[src/rtl/uart_pkg.sv]
// Shared types and defaults for the UART transmit arbiter.
package uart_pkg;

    localparam int DATA_W_DEF  = 8;
    localparam int TIMEOUT_DEF = 65535;

    typedef enum logic [1:0] {
        IDLE = 2'b00,
        ARM  = 2'b01,
        SEND = 2'b10
    } state_t;

    // Index width that stays legal when only one requester exists.
    function automatic int idx_w(input int n);
        return (n > 1) ? $clog2(n) : 1;
    endfunction

endpackage

[src/rtl/uart_tx_arbiter_if.sv]
// Requester-side and UART-side signals of the transmit arbiter.
interface uart_tx_arbiter_if #(
    parameter int NUM_REQ = 4,
    parameter int DATA_W  = uart_pkg::DATA_W_DEF
);
    localparam int IW = uart_pkg::idx_w(NUM_REQ);

    logic [NUM_REQ-1:0]        req_valid;
    logic [NUM_REQ*DATA_W-1:0] req_data;
    logic [NUM_REQ-1:0]        req_ready;
    logic [DATA_W-1:0]         uart_data_in;
    logic                      uart_tx_enable;
    logic                      uart_tx_done;
    logic [IW-1:0]             grant_id;
    logic                      busy;
    logic                      timeout_err;
    logic [15:0]               tx_count;

    modport master (
        output req_valid, req_data, uart_tx_done,
        input  req_ready, uart_data_in, uart_tx_enable,
        input  grant_id, busy, timeout_err, tx_count
    );

    modport slave (
        input  req_valid, req_data, uart_tx_done,
        output req_ready, uart_data_in, uart_tx_enable,
        output grant_id, busy, timeout_err, tx_count
    );

endinterface

[src/rtl/uart_tx_arbiter_rr_arbiter.sv]
// Combinational round-robin pick, searching upward from last+1 with wrap.
module rr_arbiter
    import uart_pkg::*;
#(
    parameter int NUM_REQ = 4,
    localparam int IW = idx_w(NUM_REQ)
) (
    input  logic [NUM_REQ-1:0] req,
    input  logic [IW-1:0]      last,
    output logic [NUM_REQ-1:0] grant,
    output logic [IW-1:0]      index
);

    logic          found;
    logic [IW-1:0] pos;

    always_comb begin
        grant = '0;
        index = '0;
        found = 1'b0;
        pos   = '0;
        for (int k = 1; k <= NUM_REQ; k++) begin
            pos = IW'((int'(last) + k) % NUM_REQ);
            if (!found && req[pos]) begin
                found      = 1'b1;
                grant[pos] = 1'b1;
                index      = pos;
            end
        end
    end

endmodule

[src/rtl/uart_tx_arbiter.sv]
// Shares one UART transmitter among NUM_REQ byte producers, with watchdog.
module uart_tx_arbiter
    import uart_pkg::*;
#(
    parameter int NUM_REQ     = 4,
    parameter int DATA_W      = DATA_W_DEF,
    parameter int TIMEOUT_CYC = TIMEOUT_DEF
) (
    input logic             pclk,
    input logic             rst_n,
    uart_tx_arbiter_if.slave bus
);

    localparam int IW = idx_w(NUM_REQ);

    state_t             state;
    logic [IW-1:0]      last;
    logic [IW-1:0]      win;
    logic [NUM_REQ-1:0] grant;
    logic               done_q;
    logic               done_edge;
    logic               fire;
    logic [15:0]        timer;

    rr_arbiter #(.NUM_REQ(NUM_REQ)) u_rr (
        .req   (bus.req_valid),
        .last  (last),
        .grant (grant),
        .index (win)
    );

    // No handshake may complete while reset is held.
    assign fire          = rst_n && (state == IDLE) && (|bus.req_valid);
    assign bus.req_ready = fire ? grant : '0;
    assign done_edge     = bus.uart_tx_done & ~done_q;
    assign bus.busy      = (state != IDLE);

    always_ff @(posedge pclk or negedge rst_n) begin
        if (!rst_n) begin
            state              <= IDLE;
            last               <= IW'(NUM_REQ - 1);
            done_q             <= 1'b0;
            timer              <= '0;
            bus.uart_data_in   <= '0;
            bus.uart_tx_enable <= 1'b0;
            bus.grant_id       <= '0;
            bus.timeout_err    <= 1'b0;
            bus.tx_count       <= '0;
        end else begin
            done_q <= bus.uart_tx_done;
            unique case (state)
                IDLE: begin
                    if (fire) begin
                        bus.uart_data_in <= bus.req_data[int'(win)*DATA_W +: DATA_W];
                        bus.grant_id     <= win;
                        last             <= win;
                        state            <= ARM;
                    end
                end
                ARM: begin
                    timer              <= '0;
                    bus.uart_tx_enable <= 1'b1;
                    state              <= SEND;
                end
                SEND: begin
                    // Completion beats a watchdog expiry in the same cycle.
                    if (done_edge) begin
                        bus.uart_tx_enable <= 1'b0;
                        if (bus.tx_count != 16'hFFFF)
                            bus.tx_count <= bus.tx_count + 16'd1;
                        state <= IDLE;
                    end else if (timer == 16'(TIMEOUT_CYC - 1)) begin
                        bus.uart_tx_enable <= 1'b0;
                        bus.timeout_err    <= 1'b1;
                        state              <= IDLE;
                    end else begin
                        timer <= timer + 16'd1;
                    end
                end
                default: begin
                    bus.uart_tx_enable <= 1'b0;
                    state              <= IDLE;
                end
            endcase
        end
    end

endmodule

[src/flat_wrapper.sv]
// flat-port wrapper written by rule: the top's interface ports become plain ports
module uart_tx_arbiter_flat import uart_pkg::*;
#(
    parameter int NUM_REQ     = 4,
    parameter int DATA_W      = DATA_W_DEF,
    parameter int TIMEOUT_CYC = TIMEOUT_DEF
)
  (pclk, rst_n, bus_req_valid, bus_req_data, bus_uart_tx_done, bus_req_ready, bus_uart_data_in, bus_uart_tx_enable, bus_grant_id, bus_busy, bus_timeout_err, bus_tx_count);
  uart_tx_arbiter_if #(.NUM_REQ(NUM_REQ), .DATA_W(DATA_W)) bus_i ();
  input logic pclk;
  input logic rst_n;
  input wire logic [$bits(bus_i.req_valid)-1:0] bus_req_valid;
  input wire logic [$bits(bus_i.req_data)-1:0] bus_req_data;
  input wire logic [$bits(bus_i.uart_tx_done)-1:0] bus_uart_tx_done;
  output wire logic [$bits(bus_i.req_ready)-1:0] bus_req_ready;
  output wire logic [$bits(bus_i.uart_data_in)-1:0] bus_uart_data_in;
  output wire logic [$bits(bus_i.uart_tx_enable)-1:0] bus_uart_tx_enable;
  output wire logic [$bits(bus_i.grant_id)-1:0] bus_grant_id;
  output wire logic [$bits(bus_i.busy)-1:0] bus_busy;
  output wire logic [$bits(bus_i.timeout_err)-1:0] bus_timeout_err;
  output wire logic [$bits(bus_i.tx_count)-1:0] bus_tx_count;
  assign bus_i.req_valid = bus_req_valid;
  assign bus_i.req_data = bus_req_data;
  assign bus_i.uart_tx_done = bus_uart_tx_done;
  assign bus_req_ready = bus_i.req_ready;
  assign bus_uart_data_in = bus_i.uart_data_in;
  assign bus_uart_tx_enable = bus_i.uart_tx_enable;
  assign bus_grant_id = bus_i.grant_id;
  assign bus_busy = bus_i.busy;
  assign bus_timeout_err = bus_i.timeout_err;
  assign bus_tx_count = bus_i.tx_count;
  uart_tx_arbiter #(.NUM_REQ(NUM_REQ), .DATA_W(DATA_W), .TIMEOUT_CYC(TIMEOUT_CYC)) u_core (.pclk(pclk), .rst_n(rst_n), .bus(bus_i));
endmodule
[config.mk]
export PLATFORM = sky130hd
export DESIGN_NAME = uart_tx_arbiter_flat
export DESIGN_NICKNAME = d
export VERILOG_FILES = /design/src/rtl/uart_pkg.sv /design/src/rtl/uart_tx_arbiter_if.sv /design/src/rtl/uart_tx_arbiter_rr_arbiter.sv /design/src/rtl/uart_tx_arbiter.sv /design/src/flat_wrapper.sv
export SDC_FILE = /design/constraint.sdc
export NUM_CORES = 1
export LEC_CHECK = 0
export CAP_MARGIN = 10
export CORE_MARGIN = 2
export CORE_UTILIZATION = 50
export DETAILED_ROUTE_END_ITERATION = 7
export PLACE_DENSITY = 0.8
export SLEW_MARGIN = 20
export SYNTH_ARGS = -nofsm -noshare
export SYNTH_HDL_FRONTEND = slang
export SYNTH_HIERARCHICAL = 1
export SYNTH_SLANG_ARGS = --single-unit
export TNS_END_PERCENT = 30
[constraint.sdc]
create_clock -name pclk -period 6.15 [get_ports pclk]
set_input_delay 1.23 -clock pclk [delete_from_list [all_inputs] [get_ports pclk]]
set_output_delay 1.23 -clock pclk [all_outputs]
set_load 0.02 [all_outputs]
==> impl_metrics.csv, run 1 <==
group,metric,value,unit
route,ant_nets,0,
worst_setup_path,path_cells,"clkdlybuf4s50_1 -> and3b_1 -> a21oi_1 -> o41ai_2 -> a221o_1 -> and2_1 -> clkdlybuf4s50_1",
finish,final_common_cell,"clkdlybuf4s50_1",
yosys,synth_edf_count,0,
global_routing,gr-usage-all-layers,21.1,%
clock_network,cts_buffers,5,
worst_setup_path,worstSetupStartpointType,"input port",
place,dp_hpwl,4940,um
place,gp_congestion,0.826,
pwr,p_leak,1.61,nW
sta,tightest_slew,0.759,ns
die,core-area,5890,um^2
global_routing,grt_overflow,0,
worst_setup_path,worstPathMaxFanout,10,
route,drtIter0Drc,212,
clock_network,cts_root_buf,"clkbuf_8",
yosys,synth_cell_type_count,61,
sta,hold_violations,0,
clock_network,tritoncts,"built",
place,io_buffers,71,
yosys,syn_inst,282,
worst_setup_path,required,4.92,ns
clock_network,cts_hold_buffers,0,
sta,post-route-period-util,79.8,%
route,vias,2483,
hold_path,hp-class,"reg -> reg",
yosys,ys_seq_elements,49,
clock_network,path_clk_slew,0.09,ns
worst_setup_path,max_stage_delay,0.66,ns
die,dieHeight,81.8,um
clock_network,cts.sinks,49,
worst_setup_path,crit_type,"in -> out",
clock_network,clk_latency,0.30,ns
route,wl_met3,399,um
job,drv_cap,0,
route,drc_errors,0,
yosys,ys_seq_area_share,40.6,%
die,rows,28,
yosys,syn_avg_cell_area,10.7,um^2
sta,maxSlewViolCount,0,
die,dieArea,6690,um^2
die,ioPinCount,72,
sta,slew-limit-headroom,49.0,%
yosys,syn_nets,332,
clock_network,post_cts_resized,0,
yosys,syn_area,3030,um^2
finish,diodes,0,
route,wl_met1,2940,um
worst_setup_path,critPathCaptureType,"primary output",
yosys,yosysWarnings,6,
route,wl_per_cell,15.7,um
pwr,p_total,0.00152,W
sta,fin_setup_tns,0,ns
finish,layout-drive-gt1-share,13.4,%
global_routing,grt_pass1_wl,11000,um
clock_network,post_cts_buffers,0,
die,initial_core_util,51.4,%
global_routing,grt_max_degree,50,
clock_network,cts_max_path_buffers,2,
sta,min_period,4.91,ns
route,detail_route.vias_per_cell,5.83,
clock_network,htree_levels,2,
route,highest_layer,"met4",
route,wl,6670,um
finish,layout_common_cells,"70 x clkdlybuf4s50_1, 47 x dfrtp_1, 32 x nand2_1",
die,die_w,81.8,um
worst_setup_path,worstPathArrival,3.68,ns
worst_setup_path,slowest_stage,"clkdlybuf4s50_1",
pwr,powerDensity,391,nW/um^2
sta,finalClockSkew,0.00628,ns
status,status,"complete, no violations",
yosys,async_flop_share,100,%
route,first_pass_iters,4,
finish,nets,400,
finish,postLayoutCoreUtil,66.2,%
sta,setup_violations,0,
route,wl_met2,3240,um
pwr,ir_drop,0.000229,V
yosys,synth_ff_type,"dfrtp_1",
global_routing,antenna_found_initial,0,
sta,maxClockFrequency,0.204,GHz
global_routing,grt_pass1_vias,2423,
finish,areaGrowthSynthToFinish,28.7,%
sta,rsz0062_at_grt,"false",
worst_setup_path,cp_common_cell,"clkdlybuf4s50_1",
==> cells in the mapped netlist, types with 3 or more instances <==
cell | number | share of area, %
xnor2_1 | 7 | 2.0
nand2b_1 | 3 | 0.62
nor3_1 | 8 | 1.3
nand4_1 | 12 | 2.5
mux2i_1 | 12 | 4.0
mux2_2 | 11 | 4.1
dfrtp_1 | 47 | 39
xor2_1 | 6 | 1.7
nand2_1 | 32 | 4.0
and2_1 | 6 | 1.2
buf_2 | 3 | 0.50
clkbuf_1 | 6 | 0.74
ha_1 | 11 | 4.5
nor2_1 | 6 | 0.74
nor4_1 | 5 | 1.0
inv_1 | 9 | 1.1
mux4_2 | 10 | 7.4
a221o_1 | 4 | 1.3
nand3_1 | 13 | 2.2
o21ai_1 | 6 | 0.99
o21ai_0 | 10 | 1.7
nor3b_1 | 4 | 0.99
a21oi_1 | 3 | 0.50
==> worst max-delay path: cells and delay by family <==
| kind | cells | cell delay (ns) |
|---|---|---|
| buffers and inverters | 2 | 1.26 |
| and+or+nand+nor | 2 | 0.34 |
| AOI/OAI and AO/OA | 3 | 0.84 |
==> stage by stage <==
stage	worst slack (ns)	std cells	hold slack, ns	area [um^2]
4_1_cts	1.28	426	0.505	3890
6_report	1.24	426	0.497	3890
5_1_grt	1.14	426	0.522	3890
3_5_place_dp	1.26	418	0.487	3780
3_3_place_gp	1.39	418	0.457	3780
2_1_floorplan	2.44	282	0.445	3030
==> per-layer routing <==
metal | GRT usage [%] | vias to the layer above
met3 | 5.16 | 11
met1 | 27.8 | 1207
met5 | 0 | -
li1 | - | 1187
met4 | 5.83 | 0
met2 | 34.7 | 78
==> power by group <==
part | internal [W] | leakage, nW | total, W | switching, W
Clock | 0.000133 | 0.0585 | 0.000238 | 0.000106
Combinational | 0.000404 | 0.906 | 0.000799 | 0.000396
Sequential | 0.000400 | 0.641 | 0.000487 | 0.0000868
Total | 0.000936 | 1.61 | 0.00152 | 0.000588
==> registers in the layout, indices dropped and copies added (netlist names) <==
name,count
u_core/bus.grant_id,2
u_core/bus.timeout_err,1
u_core/bus.tx_count,16
u_core/bus.uart_data_in,8
u_core/bus.uart_tx_enable,1
u_core/done_q,1
u_core/last,2
u_core/state,2
u_core/timer,16
==> kinds of logic (layout without fill, tap and decap cells) <==
| kind of cell | Yosys count | after routing | synth area share (%) |
|---|---|---|---|
| AO/OA/AOI/OAI | 42 | 42 | 10.6 |
| buffers and inverters | 23 | 92 | 3.72 |
| adder cells (fa/ha/maj) | 11 | 11 | 4.55 |
| flip-flops | 49 | 49 | 40.6 |
| multiplexers | 33 | 33 | 15.5 |
| AND/OR/NAND/NOR | 111 | 111 | 21.2 |
| XOR/XNOR | 13 | 13 | 3.76 |
==> final timing paths <==
check                      depth (start not counted)  slack [ns]                    endpoint                   start
min in group asynchronous                          2        1.05             u_core/timer[5]                   rst_n
max in group asynchronous                          2        4.70  u_core/bus.uart_data_in[0]                   rst_n
min                                                1        0.50      u_core/bus.timeout_err  u_core/bus.timeout_err
max                                                7        1.24            bus_req_ready[2]        bus_req_valid[3]
min reg2reg                                        1        0.50      u_core/bus.timeout_err  u_core/bus.timeout_err
max reg2reg                                        8        2.79  u_core/bus.uart_data_in[3]          u_core/last[0]
==> area by class of cell <==
| class | count | area (um^2) |
|---|---|---|
| fill | 481 | 1990 |
| multi-input combinational | 210 | 1690 |
| sequential | 49 | 1230 |
| timing repair buffer | 74 | 728 |
| tap | 75 | 93.8 |
| clock buffer | 7 | 86.3 |
| inverter | 10 | 37.5 |
| clock inverter | 1 | 30.0 |
Note: power is estimated with default switching activity, not from simulation.
==> inputs of run 2 (changes only) <==
--- a/config.mk
+++ b/config.mk
@@ -7,9 +7,9 @@
 export LEC_CHECK = 0
 export CAP_MARGIN = 10
 export CORE_MARGIN = 2
-export CORE_UTILIZATION = 50
+export CORE_UTILIZATION = 45
 export DETAILED_ROUTE_END_ITERATION = 7
-export PLACE_DENSITY = 0.8
+export PLACE_DENSITY = 0.76
 export SLEW_MARGIN = 20
 export SYNTH_ARGS = -nofsm -noshare
 export SYNTH_HDL_FRONTEND = slang
==> constraint.sdc (replaced) <==
create_clock -name pclk -period 4.45 [get_ports pclk]
set_input_delay 0.89 -clock pclk [delete_from_list [all_inputs] [get_ports pclk]]
set_output_delay 0.89 -clock pclk [all_outputs]
set_load 0.02 [all_outputs]
==> impl_metrics.csv, run 2 (synthesis results as in run 1) <==
group,metric,value,unit
job,drv_cap,0,
route,wl_met1,2910,um
clock_network,cts.sinks,49,
clock_network,cts_root_buf,"clkbuf_8",
route,vias,2464,
clock_network,cts_buffers,5,
clock_network,post_cts_resized,0,
sta,tightest_slew,0.771,ns
sta,fin_setup_tns,0,ns
worst_setup_path,crit_type,"in -> out",
place,dp_slack,0.272,ns
global_routing,grt_overflow,0,
sta,maxClockFrequency,0.240,GHz
sta,maxSlewViolCount,0,
worst_setup_path,required,3.56,ns
sta,post-route-period-util,93.6,%
route,drc_errors,0,
worst_setup_path,crit_start,"bus_req_valid[3]",
clock_network,htree_levels,2,
clock_network,clk_latency,0.30,ns
pwr,ir_drop,0.000360,V
hold_path,worstHoldStart,"u_core/timer[15]",
sta,holdWs,0.483,ns
finish,diodes,0,
hold_path,hp-class,"reg -> reg",
clock_network,cts_hold_buffers,0,
clock_network,cts_max_path_buffers,2,
worst_setup_path,worstPathArrival,3.27,ns
pwr,powerDensity,547,nW/um^2
global_routing,gr-usage-all-layers,18.7,%
die,die_w,86.0,um
die,ioPinCount,72,
sta,worst_slack,0.286,ns
global_routing,grt_pass1_wl,11000,um
worst_setup_path,critPathCaptureType,"primary output",
global_routing,grt_pass1_vias,2348,
route,ant_nets,0,
route,wl_met3,488,um
clock_network,post_cts_buffers,0,
route,wl_met2,3120,um
finish,final.fill_count,509,
route,highest_layer,"met4",
status,status,"complete, no violations",
clock_network,tritoncts,"built",
finish,reg_top3,"u_core/bus.tx_count x16, u_core/timer x16, u_core/bus.uart_data_in x8",
die,initial_core_util,47.1,%
route,detail_route.vias_per_cell,5.74,
global_routing,grt_max_degree,50,
finish,nets,401,
sta,rsz0062_at_grt,"false",
place,io_buffers,71,
route,first_pass_iters,4,
pwr,p_leak,1.62,nW
sta,setup_violations,0,
sta,slew-limit-headroom,48.2,%
die,dieArea,7400,um^2
route,wl,6650,um
worst_setup_path,worstPathMaxFanout,10,
worst_setup_path,r2r-start,"u_core/last[1]",
route,wl_per_cell,15.5,um
clock_network,path_clk_slew,0.09,ns
route,drtIter0Drc,104,
die,dieHeight,86.0,um
finish,areaGrowthSynthToFinish,29.6,%
place,gp_congestion,0.793,
die,core-area,6420,um^2
finish,layout-drive-gt1-share,13.9,%
sta,hold_violations,0,
finish,final_common_cell,"clkdlybuf4s50_1",
die,rows,29,
finish,layout_common_cells,"70 x clkdlybuf4s50_1, 47 x dfrtp_1, 32 x nand2_1",
sta,min_period,4.16,ns
pwr,p_total,0.00215,W
place,dp_hpwl,4880,um
global_routing,antenna_found_initial,0,
sta,finalClockSkew,0.00672,ns
worst_setup_path,worstSetupStartpointType,"input port",
run 2: worst paths after layout:
path                                                   end  slack [ns]  depth (start not counted)
worst max-delay path                      bus_req_ready[0]        0.29                          7
worst min-delay path                      u_core/timer[15]        0.48                          1
worst max register to register  u_core/bus.uart_data_in[6]        1.25                          8
worst min register to register            u_core/timer[15]        0.48                          1
max in group asynchronous           u_core/bus.tx_count[0]        3.33                          2
min in group asynchronous                  u_core/timer[8]        0.70                          2
run 2: metal layers:
layer	up-vias	global-route usage, %
li1	1190	-
met1	1173	24.8
met2	88	29.3
met3	13	5.68
met4	0	5.77
met5	-	0
run 2: layout make-up:
cell class	count	area, um^2	area share (%)
multi-input cells	210	1690	43.1
flip-flops and latches	49	1230	31.3
repair buffers	75	736	18.8
well taps	77	96.3	2.46
clock buffers	5	68.8	1.75
clock inverters	3	65.1	1.66
inverters	10	37.5	0.957
run 2: metrics by stage:
stage               util (%)  area, um^2  std cells
floorplan                  -        3030        282
global placement        59.0        3790        421
detailed placement      59.0        3790        421
CTS                     61.1        3920        429
global route            61.1        3920        429
finish                  61.1        3920        429
run 2: power breakdown:
part           internal (W)  total, W  switching (W)
registers          0.000552  0.000649      0.0000966
logic              0.000564   0.00113       0.000561
clock network      0.000223  0.000372       0.000149
run 2: worst max-delay path: stages:
cell and delay (ns):
clkdlybuf4s50_1 0.67, and3b_1 0.21, a21oi_1 0.05, o41ai_2 0.50, a221o_1 0.25, and2_1 0.11, clkdlybuf4s50_1 0.60
==> inputs of run 3 (changes only) <==
--- a/config.mk
+++ b/config.mk
@@ -5,11 +5,11 @@
 export SDC_FILE = /design/constraint.sdc
 export NUM_CORES = 1
 export LEC_CHECK = 0
-export CAP_MARGIN = 10
 export CORE_MARGIN = 2
 export CORE_UTILIZATION = 45
 export DETAILED_ROUTE_END_ITERATION = 7
 export PLACE_DENSITY = 0.76
+export REMOVE_ABC_BUFFERS = 1
 export SLEW_MARGIN = 20
 export SYNTH_ARGS = -nofsm -noshare
 export SYNTH_HDL_FRONTEND = slang
==> impl_metrics.csv, run 3 (synthesis results as in run 1) <==
group,metric,value,unit
die,core-area,6420,um^2
worst_setup_path,max_stage_delay,0.67,ns
pwr,ir_drop,0.000358,V
sta,finalClockSkew,0.0117,ns
worst_setup_path,required,3.56,ns
finish,postLayoutCoreUtil,60.2,%
hold_path,hp-class,"reg -> reg",
sta,tightest_slew,0.830,ns
place,placed_cells,421,
clock_network,path_clk_slew,0.09,ns
route,drc_errors,0,
die,ioPinCount,72,
place,dp_hpwl,4810,um
global_routing,grt_pass1_vias,2345,
route,vias,2453,
finish,nets,401,
clock_network,cts_root_buf,"clkbuf_8",
worst_setup_path,path_cells,"clkdlybuf4s50_1 -> and3b_1 -> a21oi_1 -> o41ai_2 -> a221o_1 -> and2_1 -> clkdlybuf4s50_1",
finish,layout-drive-gt1-share,13.4,%
die,dieArea,7400,um^2
worst_setup_path,crit_buf_inv,2,
sta,worst_slack,0.266,ns
worst_setup_path,cp_common_cell,"clkdlybuf4s50_1",
die,die_w,86.0,um
route,drtIter0Drc,132,
place,io_buffers,71,
route,ant_nets,0,
global_routing,gr-usage-all-layers,18.6,%
worst_setup_path,slowest_stage,"clkdlybuf4s50_1",
route,wl,6470,um
clock_network,tritoncts,"built",
worst_setup_path,crit_family,"buffers and inverters",
worst_setup_path,worstPathArrival,3.29,ns
pwr,p_leak,1.59,nW
finish,areaGrowthSynthToFinish,27.9,%
route,detail_route.vias_per_cell,5.73,
sta,slew-limit-headroom,44.2,%
global_routing,antenna_found_initial,0,
worst_setup_path,crit_type,"in -> out",
clock_network,clk_latency,0.31,ns
clock_network,cts_max_path_buffers,2,
sta,hold_violations,0,
place,dp_slack,0.272,ns
sta,maxSlewViolCount,0,
sta,setup_violations,0,
finish,reg_top3,"u_core/bus.tx_count x16, u_core/timer x16, u_core/bus.uart_data_in x8",
global_routing,grt_max_degree,50,
clock_network,cts_buffers,5,
sta,min_period,4.18,ns
finish,final_common_cell,"clkdlybuf4s50_1",
route,first_pass_iters,4,
global_routing,grt_pass1_wl,11000,um
clock_network,post_cts_buffers,0,
finish,layout_common_cells,"70 x clkdlybuf4s50_1, 47 x dfrtp_1, 32 x nand2_1",
pwr,p_total,0.00202,W
sta,maxClockFrequency,0.239,GHz
finish,final_cells,428,
sta,post-route-period-util,94.0,%
worst_setup_path,worstPathMaxFanout,10,
worst_setup_path,critPathCaptureType,"primary output",
sta,fin_setup_tns,0,ns
clock_network,post_cts_resized,0,
die,rows,29,
job,drv_cap,0,
worst_setup_path,worstSetupStartpointType,"input port",
die,dieHeight,86.0,um
status,status,"complete, no violations",
place,gp_congestion,0.904,
clock_network,htree_levels,2,
die,initial_core_util,47.1,%
pwr,powerDensity,522,nW/um^2
clock_network,cts_hold_buffers,0,
sta,rsz0062_at_grt,"false",
clock_network,cts.sinks,49,
finish,diodes,0,
global_routing,grt_overflow,0,
route,wl_per_cell,15.1,um
==> run 3: cell count changes in the layout (fill, tap and decap cells not counted), sizes merged <==
cell    previous run  this run
bufinv             2         0
clkbuf             5         6
==> run 3: metrics by stage <==
stage / instance area (um^2) / hold WS (ns)
2_1_floorplan: 2950 / 0.445
3_3_place_gp: 3790 / 0.463
3_5_place_dp: 3790 / 0.467
4_1_cts: 3870 / 0.492
5_1_grt: 3870 / 0.515
6_report: 3870 / 0.493
==> run 3: path summary, 6_finish.rpt <==
path | startpoint | to | slack, ns | cells past startpoint
max in group asynchronous | rst_n | u_core/state[1] | 3.34 | 2
worst max register to register | u_core/last[1] | u_core/bus.uart_data_in[4] | 1.34 | 8
worst min register to register | u_core/bus.timeout_err | u_core/bus.timeout_err | 0.49 | 1
worst min-delay path | u_core/bus.timeout_err | u_core/bus.timeout_err | 0.49 | 1
worst max-delay path | bus_req_valid[3] | bus_req_ready[2] | 0.27 | 7
min in group asynchronous | rst_n | u_core/timer[0] | 0.69 | 2
==> run 3: cell type report <==
class / count / area (um^2)
clock inverters: 1 / 8.76
multi-input cells: 210 / 1690
well taps: 77 / 96.3
repair buffers: 75 / 736
inverters: 10 / 37.5
flip-flops and latches: 49 / 1230
fillers: 533 / 2550
clock buffers: 6 / 72.6
==> run 3: routing by layer <==
layer  vias to the layer above  global-route usage, %  part of all wire [%]
li1                       1193                      -                     -
met1                      1178                   24.0                    43
met2                        72                   30.1                    48
met3                        10                   5.87                   6.7
met4                         0                   5.63                   1.5
met5                         -                      0                     0
==> run 3: report_power, final <==
group,switching [W],leakage (nW),internal [W]
sequential,0.0000865,0.641,0.000552
clock,0.000151,0.0412,0.000109
combinational,0.000557,0.911,0.000564
total,0.000795,1.59,0.00122
